$ cat config.mk
export PLATFORM = sky130hd
export DESIGN_NAME = wgt_path_loader
export DESIGN_NICKNAME = d
export VERILOG_FILES = /design/src/rtl/wgt_array_pkg.sv /design/src/rtl/wgt_path_pipe.sv /design/src/rtl/wgt_path_loader.sv
export SDC_FILE = /design/constraint.sdc
export NUM_CORES = 1
export LEC_CHECK = 0
export CAP_MARGIN = 20
export CORE_UTILIZATION = 50
export DETAILED_ROUTE_END_ITERATION = 7
export GPL_ROUTABILITY_DRIVEN = 0
export PLACE_DENSITY = 0.86
export REMOVE_ABC_BUFFERS = 1
export SETUP_SLACK_MARGIN = 0.1
export SYNTH_ARGS = -nofsm -noshare
export SYNTH_HDL_FRONTEND = slang
export SYNTH_SLANG_ARGS = --single-unit
$ cat constraint.sdc
create_clock -name clk -period 5.3 [get_ports clk]
set_clock_uncertainty 0.2 [all_clocks]
set_input_delay 0.795 -clock clk [delete_from_list [all_inputs] [get_ports clk]]
set_output_delay 0.795 -clock clk [all_outputs]
set_load 0.005 [all_outputs]
$ cat src/rtl/wgt_array_pkg.sv
// Shared types and helpers for the weight-path loader and its delay line.
// Revision 1.0
`default_nettype none

package wgt_array_pkg;

    localparam int WGT_DATA_WIDTH_DEF = 8;
    localparam int COLS_DEF           = 4;

    typedef logic [COLS_DEF*WGT_DATA_WIDTH_DEF-1:0] wgt_row_t;

    // Row counter needs at least one bit even for single-row tiles.
    function automatic int row_cnt_width(input int rows);
        return (rows > 1) ? $clog2(rows) : 1;
    endfunction

endpackage

`default_nettype wire

$ cat src/rtl/wgt_path_pipe.sv
// Two-stage data / one-stage enable delay line feeding the row-0 PEs.
// Revision 1.0
`default_nettype none

module wgt_path_pipe
    import wgt_array_pkg::*;
#(
    parameter int DATA_WIDTH = 32,
    parameter int COLS       = 4
) (
    input  logic                  clk,
    input  logic                  reset,
    input  logic                  in_valid,
    input  logic [DATA_WIDTH-1:0] in_data,
    output logic [DATA_WIDTH-1:0] path_data,
    output logic [COLS-1:0]       path_en,
    output logic                  path_en_any
);

    logic [DATA_WIDTH-1:0] r_stage;
    logic [DATA_WIDTH-1:0] r_data;
    logic                  r_en;

    // Output data only advances behind an enable so the PE chain sees a stable hold value.
    always_ff @(posedge clk or posedge reset) begin
        if (reset) begin
            r_stage <= '0;
            r_data  <= '0;
            r_en    <= 1'b0;
        end else begin
            r_en <= in_valid;
            if (in_valid) begin
                r_stage <= in_data;
            end
            if (r_en) begin
                r_data <= r_stage;
            end
        end
    end

    assign path_data   = r_data;
    assign path_en     = {COLS{r_en}};
    assign path_en_any = r_en;

endmodule

`default_nettype wire

$ cat src/rtl/wgt_path_loader.sv
// Weight-path shift-chain transmitter with tile commit; optional stall counter via WGT_PATH_LOADER_STALL_CNT_EN.
// Revision 1.0
`default_nettype none

module wgt_path_loader
    import wgt_array_pkg::*;
#(
    parameter int WGT_DATA_WIDTH = 8,
    parameter int ROWS           = 4,
    parameter int COLS           = 4
) (
    input  logic                           clk,
    input  logic                           reset,
`ifdef WGT_PATH_LOADER_STALL_CNT_EN
    output logic [31:0]                    stall_cnt,
`endif
    input  logic                           wgt_valid,
    output logic                           wgt_ready,
    input  logic [COLS*WGT_DATA_WIDTH-1:0] wgt_data,
    input  logic                           commit_allow,
    output logic [COLS*WGT_DATA_WIDTH-1:0] b_path_out,
    output logic [COLS-1:0]                b_path_en_out,
    output logic [COLS-1:0]                b_en_out,
    output logic                           busy,
    output logic                           tile_done
);

    localparam int CNT_W = row_cnt_width(ROWS);
    localparam logic [CNT_W-1:0] LAST_ROW = CNT_W'(ROWS - 1);

    logic [CNT_W-1:0] r_row_cnt;
    logic             r_pending;
    logic             r_commit;
    logic             w_accept;
    logic             w_last;
    logic             w_commit_go;
    logic             w_path_en;

    assign wgt_ready   = !reset && (!r_pending || commit_allow);
    assign w_accept    = wgt_valid && wgt_ready;
    assign w_last      = (r_row_cnt == LAST_ROW);
    assign w_commit_go = r_pending && commit_allow;

    // A tile completing in the same cycle its predecessor commits keeps pending set.
    always_ff @(posedge clk or posedge reset) begin
        if (reset) begin
            r_row_cnt <= '0;
            r_pending <= 1'b0;
            r_commit  <= 1'b0;
        end else begin
            r_commit <= w_commit_go;
            if (w_accept) begin
                r_row_cnt <= w_last ? '0 : r_row_cnt + CNT_W'(1);
            end
            if (w_accept && w_last) begin
                r_pending <= 1'b1;
            end else if (w_commit_go) begin
                r_pending <= 1'b0;
            end
        end
    end

    wgt_path_pipe #(
        .DATA_WIDTH (COLS*WGT_DATA_WIDTH),
        .COLS       (COLS)
    ) u_pipe (
        .clk         (clk),
        .reset       (reset),
        .in_valid    (w_accept),
        .in_data     (wgt_data),
        .path_data   (b_path_out),
        .path_en     (b_path_en_out),
        .path_en_any (w_path_en)
    );

    assign b_en_out  = {COLS{r_commit}};
    assign tile_done = r_commit;
    assign busy      = (r_row_cnt != '0) || r_pending || w_path_en;

`ifdef WGT_PATH_LOADER_STALL_CNT_EN
    logic [31:0] r_stall_cnt;

    // Counts starvation and commit back-pressure while a tile is in flight.
    always_ff @(posedge clk or posedge reset) begin
        if (reset) begin
            r_stall_cnt <= '0;
        end else if (busy && !w_accept && !w_commit_go && (r_stall_cnt != 32'hFFFF_FFFF)) begin
            r_stall_cnt <= r_stall_cnt + 32'd1;
        end
    end

    assign stall_cnt = r_stall_cnt;
`endif

endmodule

`default_nettype wire

Word-level counts from Yosys, hierarchy flattened
Cells that the tools add are included.
Widths: inputs -> output; s select.
{ "classes": {"addsub": 1, "multipliers": 0, "div": 0, "order_cmp": 0, "eq_ne": 1, "shift": 0, "mux": 3, "bitwise_logic": 0, "n_reduce_logical": 11} }
{ "op_table": {"columns": ["cell", "count"], "rows": [
  ["$logic_and 1x1->1", 4],
  ["$reduce_bool 2->1", 2],
  ["$logic_or 1x1->1", 3],
  ["$add 2x1->2 const B", 1],
  ["$eq 2x2->1 const B", 1],
  ["$logic_not 1->1", 2],
  ["$mux 1", 2],
  ["$mux 2", 1]
]} }
{ "totals": {"regBits": 69, "latch_bits": 0, "ramBits": 0, "romBits": 0, "input_bits": 36, "out_inout_bits": 43, "elab_cells": 22, "memories": 0} }

Longest topological paths before layout
{ "logic_depth": {"ltp_word": 6, "mapped_depth": 4, "mapped_depth_nobuf": 3} }

Modules after synthesis
Synthesis repeated with hierarchy kept, for this count alone.
{ "hier_totals": {"hier_cells": 165, "area_unflattened_um2": 3001.6} }
{ "modules_own_cells": {"columns": ["mod", "n_inst", "cells_per_inst", "area_per_inst_um2", "seq_area_each_um2"], "rows": [
  ["wgt_path_pipe", 1, 142, 2748.9, 1626.6],
  ["wgt_path_loader", 1, 23, 252.7, 100.1]
]} }

Least setup slack after synthesis
Ideal clock, no wire load.
{ "synth_timing": {"path_type": "input-to-reg", "start": "input reset", "end": "register r_pending", "setup_ps": 72, "arrival_time_ps": 2551, "required_time_ps": 5028, "path_slack_ps": 2478, "stages": 2, "n_path_buf": 0, "path_cell_list": "inv_1 > a31o_2"} }
{ "synth_via": {"elab_chain_cells": 5, "word_cells_on_any_way": 6, "classes_between": "mux: 1; reduce/logical: 5"} }
{ "synth_rtl": {"columns": ["item", "line_no", "source"], "rows": [
  ["start: declaration", "wgt_path_loader.sv:13", "input logic reset,"],
  ["$logic_not 1->1 (no source line) (*)", null, null],
  ["$logic_and 1x1->1 (*)", "wgt_path_loader.sv:39", "assign wgt_ready = !reset && (!r_pending || commit_allow);"],
  ["$logic_and 1x1->1 (*)", "wgt_path_loader.sv:40", "assign w_accept = wgt_valid && wgt_ready;"],
  ["$logic_and 1x1->1 (*)", "wgt_path_loader.sv:55", "if (w_accept && w_last) begin"],
  ["$mux 1 or $reduce_bool 2->1 (tied branches)", null, null],
  ["end signal: assignment", "wgt_path_loader.sv:48", "r_pending <= 1'b0;"],
  ["end signal: assignment", "wgt_path_loader.sv:56", "r_pending <= 1'b1;"],
  ["end signal: assignment", "wgt_path_loader.sv:58", "r_pending <= 1'b0;"],
  ["end: declaration", "wgt_path_loader.sv:32", "logic r_pending;"]
]} }
Mark *: on every way between the ends. The rest lies on a longest branch, timed or not.
A chain may end at the register's enable or synchronous reset.

Final worst setup path
{ "layout_timing": {"start": "input commit_allow", "end": "output wgt_ready"} }
{ "layout_via": {"elab_chain_cells": 2} }
{ "layout_rtl": {"columns": ["item", "line_no", "source"], "rows": [
  ["start: declaration", "wgt_path_loader.sv:20", "input logic commit_allow,"],
  ["$logic_or 1x1->1", "wgt_path_loader.sv:39", null],
  ["$logic_and 1x1->1", "wgt_path_loader.sv:39", null],
  ["end: declaration", "wgt_path_loader.sv:18", "output logic wgt_ready,"]
]} }
No other way between the ends.

==> results.py <==
metrics = {
    "outcome": {
        "result_of_the_run": "finished, final reports clean",
    },
    "layout": {
        "finalNetCount": 277,
        "final_cells": 312,
        "insertedDiodeCount": 0,
        "multi_input_comb_area_um2": 832,
        "final_layout_size_suffix_gt1_frac": 0.355,
        "layout.filler_cells": 384,
        "area_growth_syn_to_layout_pct": 35.2,
        "area.sequential_um2": 1730,
        "fin_area_um2": 3630,
    },
    "clocking": {
        "root_buffer": "clkbuf_8",
        "clock_tree_from_tritoncts": "done",
        "cts_hold_buffers": 0,
        "total_clock_buffers_created_by_cts": 9,
        "clock_insertion_delay_worst_skew_ns": 0.33,
        "cts_resized": 0,
        "cts_htree_levels": 3,
        "cts.sink_count": 69,
        "post_cts_buffers": 0,
        "max-clock-path-buffers": 2,
        "clock_pin_slew_on_the_worst_setup_and_hold_paths_ns": 0.06,
    },
    "setup_path": {
        "worstSetupPathType": "in -> out",
        "cp_max_fo": 3,
        "crit_end_category": "output pin",
        "worst-endpoint-required_ns": 4.30,
        "startpoint_type": "primary input",
        "crit_arrival_ns": 1.98,
    },
    "floorplanning": {
        "floorplan.initialDensity": 0.522,
        "placeableCoreArea_um2": 5140,
        "row_count": 26,
        "boundaryPins": 79,
        "dieArea_um2": 5660,
        "die_width_um": 75.2,
        "die-height_um": 75.2,
    },
    "drt": {
        "number_of_nets_with_antenna_violations_after_detailed_routing": 0,
        "finalWirelength_um": 4790,
        "drt_first_iter_violations": 70,
        "vias_per_cell": 4.95,
        "route.vias.total": 1544,
        "drt_first_pass_iters": 3,
        "detail_route.drc_violations": 0,
        "wl_per_cell_um": 15.4,
    },
    "timing": {
        "max_freq_mhz": 336,
        "timing.final.hold_violations": 0,
        "setup_viol": 0,
        "setup-tns-final_ns": 0,
        "fin_crit_sh": 0.562,
        "min_period_ns": 2.98,
        "slew_headroom": 0.631,
        "grt_setup_unrepaired": "no",
        "max_slew.worst_pin.slew_ns": 0.553,
        "count_of_pins_over_their_slew_limit": 0,
        "final.setup.worst_slack_ns": 2.32,
    },
    "pwr": {
        "power_density_nw_per_um2": 432,
        "peakVddDrop_v": 0.000254,
        "totalPowerFinal_mw": 1.57,
        "leakagePower_nw": 1.51,
    },
    "synthesis": {
        "area_fraction_in_compound_gates_after_synthesis": 0.00326,
        "synth_top_family_by_area": "multiplexers",
        "syn_avg_cell_area_um2": 16.6,
        "synth_mux_area_frac": 0.277,
        "synth_cell_type_count": 15,
        "post-synth-top-count-cell": "dfrtp_1",
        "post_synth_xor_area_fraction": 0,
        "yosysSeqAreaShare": 0.644,
        "ranking_of_synthesized_cells_by_area": "dfrtp_1 (64%), mux2_2 (27%), buf_4 (2.2%)",
        "synthesis.instances": 162,
        "synth_top_area_frac": 0.644,
        "post_synth_fa_ha_maj_area_fraction": 0.00933,
        "synth-warning-count": 0,
        "synth_edf_count": 0,
        "synth_area_in_simple_gates": 0.0205,
        "synth_area_leader_cell": "dfrtp_1",
        "synth_ff_type": "dfrtp_1",
        "synthArstFlopShare": 1.00,
        "ys_seq_elements": 69,
        "mappedNetlistArea_um2": 2680,
        "synth_common_cells": "dfrtp_1 (69), mux2_2 (65), buf_4 (8)",
    },
    "global_route": {
        "grt_antenna_before_repair": 0,
        "grt_pass1_vias": 1644,
        "wire_length_of_the_first_global_routing_pass_um": 7760,
        "global_route.usage.total": 0.195,
        "grt_remaining_overflow": 0,
        "grt_max_degree": 46,
    },
    "place": {
        "preCtsSetupSlack_ns": 2.33,
        "io_buffers": 78,
        "placed_cells_incl_taps": 298,
        "postPlaceCellArea_um2": 3460,
        "place.detailed.hpwl_um": 3180,
    },
    "job": {
        "max_cap_violations": 0,
    },
    "min_path": {
        "hold_path.class": "reg -> reg",
    },
}
## state kept, by name, indices dropped and copies added, names as in the netlist
signal	count
u_pipe.path_data	32
u_pipe.path_en_any	1
r_pending	1
r_row_cnt	2
tile_done	1
u_pipe.r_stage	32
## layer usage
metal / track usage / wire length (µm) / vias to the layer above / share of wire
met2: 0.312 / 2350 / 51 / 0.49
li1: - / - / 704 / -
met4: 0.0700 / 51 / 0 / 0.011
met5: 0 / 0 / - / 0
met1: 0.224 / 1950 / 784 / 0.41
met3: 0.103 / 440 / 5 / 0.092
## path summary, 6_finish.rpt
| kind | start | endpoint | slack, ns | cells past startpoint |
|---|---|---|---|---|
| hold / removal | u_pipe.r_stage[0] | u_pipe.r_stage[0] | 0.28 | 1 |
| min in group asynchronous | reset | u_pipe.r_stage[11] | 0.72 | 2 |
| hold reg to reg | u_pipe.r_stage[0] | u_pipe.r_stage[0] | 0.28 | 1 |
| setup reg to reg | r_pending | u_pipe.r_stage[17] | 3.45 | 4 |
| max in group asynchronous | reset | u_pipe.r_stage[13] | 3.21 | 3 |
| setup / recovery | commit_allow | wgt_ready | 2.32 | 4 |
## final cells by class
| type | count | area share |
|---|---|---|
| Timing Repair Buffer | 81 | 0.222 |
| Clock inverter | 2 | 0.00276 |
| Inverter | 3 | 0.00311 |
| Sequential cell | 69 | 0.476 |
| Multi-Input combinational cell | 75 | 0.229 |
| Tap cell | 70 | 0.0242 |
| Clock buffer | 12 | 0.0428 |
## per-stage QoR
step | hold WS, ns | utilization
6_report | 0.283 | 0.705
5_1_grt | 0.305 | 0.705
4_1_cts | 0.288 | 0.705
3_5_place_dp | 0.273 | 0.673
3_3_place_gp | 0.262 | 0.673
2_1_floorplan | 0.252 | -
## placed cells by master (no fill, tap or decap)
cell,netlist,final
a31o_2,1,1
and2_1,1,1
buf_4,8,3
clkbuf_1,1,1
clkbuf_8,0,11
clkdlybuf4s50_1,0,78
clkinv_2,0,2
dfrtp_1,69,69
ha_1,2,2
inv_1,3,2
inv_2,0,1
mux2_1,1,1
mux2_2,65,65
nor2_1,2,2
nor2b_4,1,1
nor3b_4,1,1
or3b_2,1,1
## critical path, cell delays in order
cell and delay, ns:
clkdlybuf4s50_1 0.53, nor2b_4 0.07, nor2_1 0.09, clkdlybuf4s50_1 0.50
## cells by family (layout without fill, tap and decap cells)
| family | Yosys count | in the layout |
|---|---|---|
| buf+inv | 18 | 98 |
| fa+ha+maj | 2 | 2 |
| compound gates | 1 | 1 |
| flops | 69 | 69 |
| simple gates | 6 | 6 |
| mux | 66 | 66 |
## power breakdown
group | total, mW | switching [mW] | internal, mW
combinational | 0.446 | 0.129 | 0.317
sequential | 0.755 | 0.0783 | 0.676
clock | 0.365 | 0.176 | 0.189
Power figures use the tool's default switching activity.
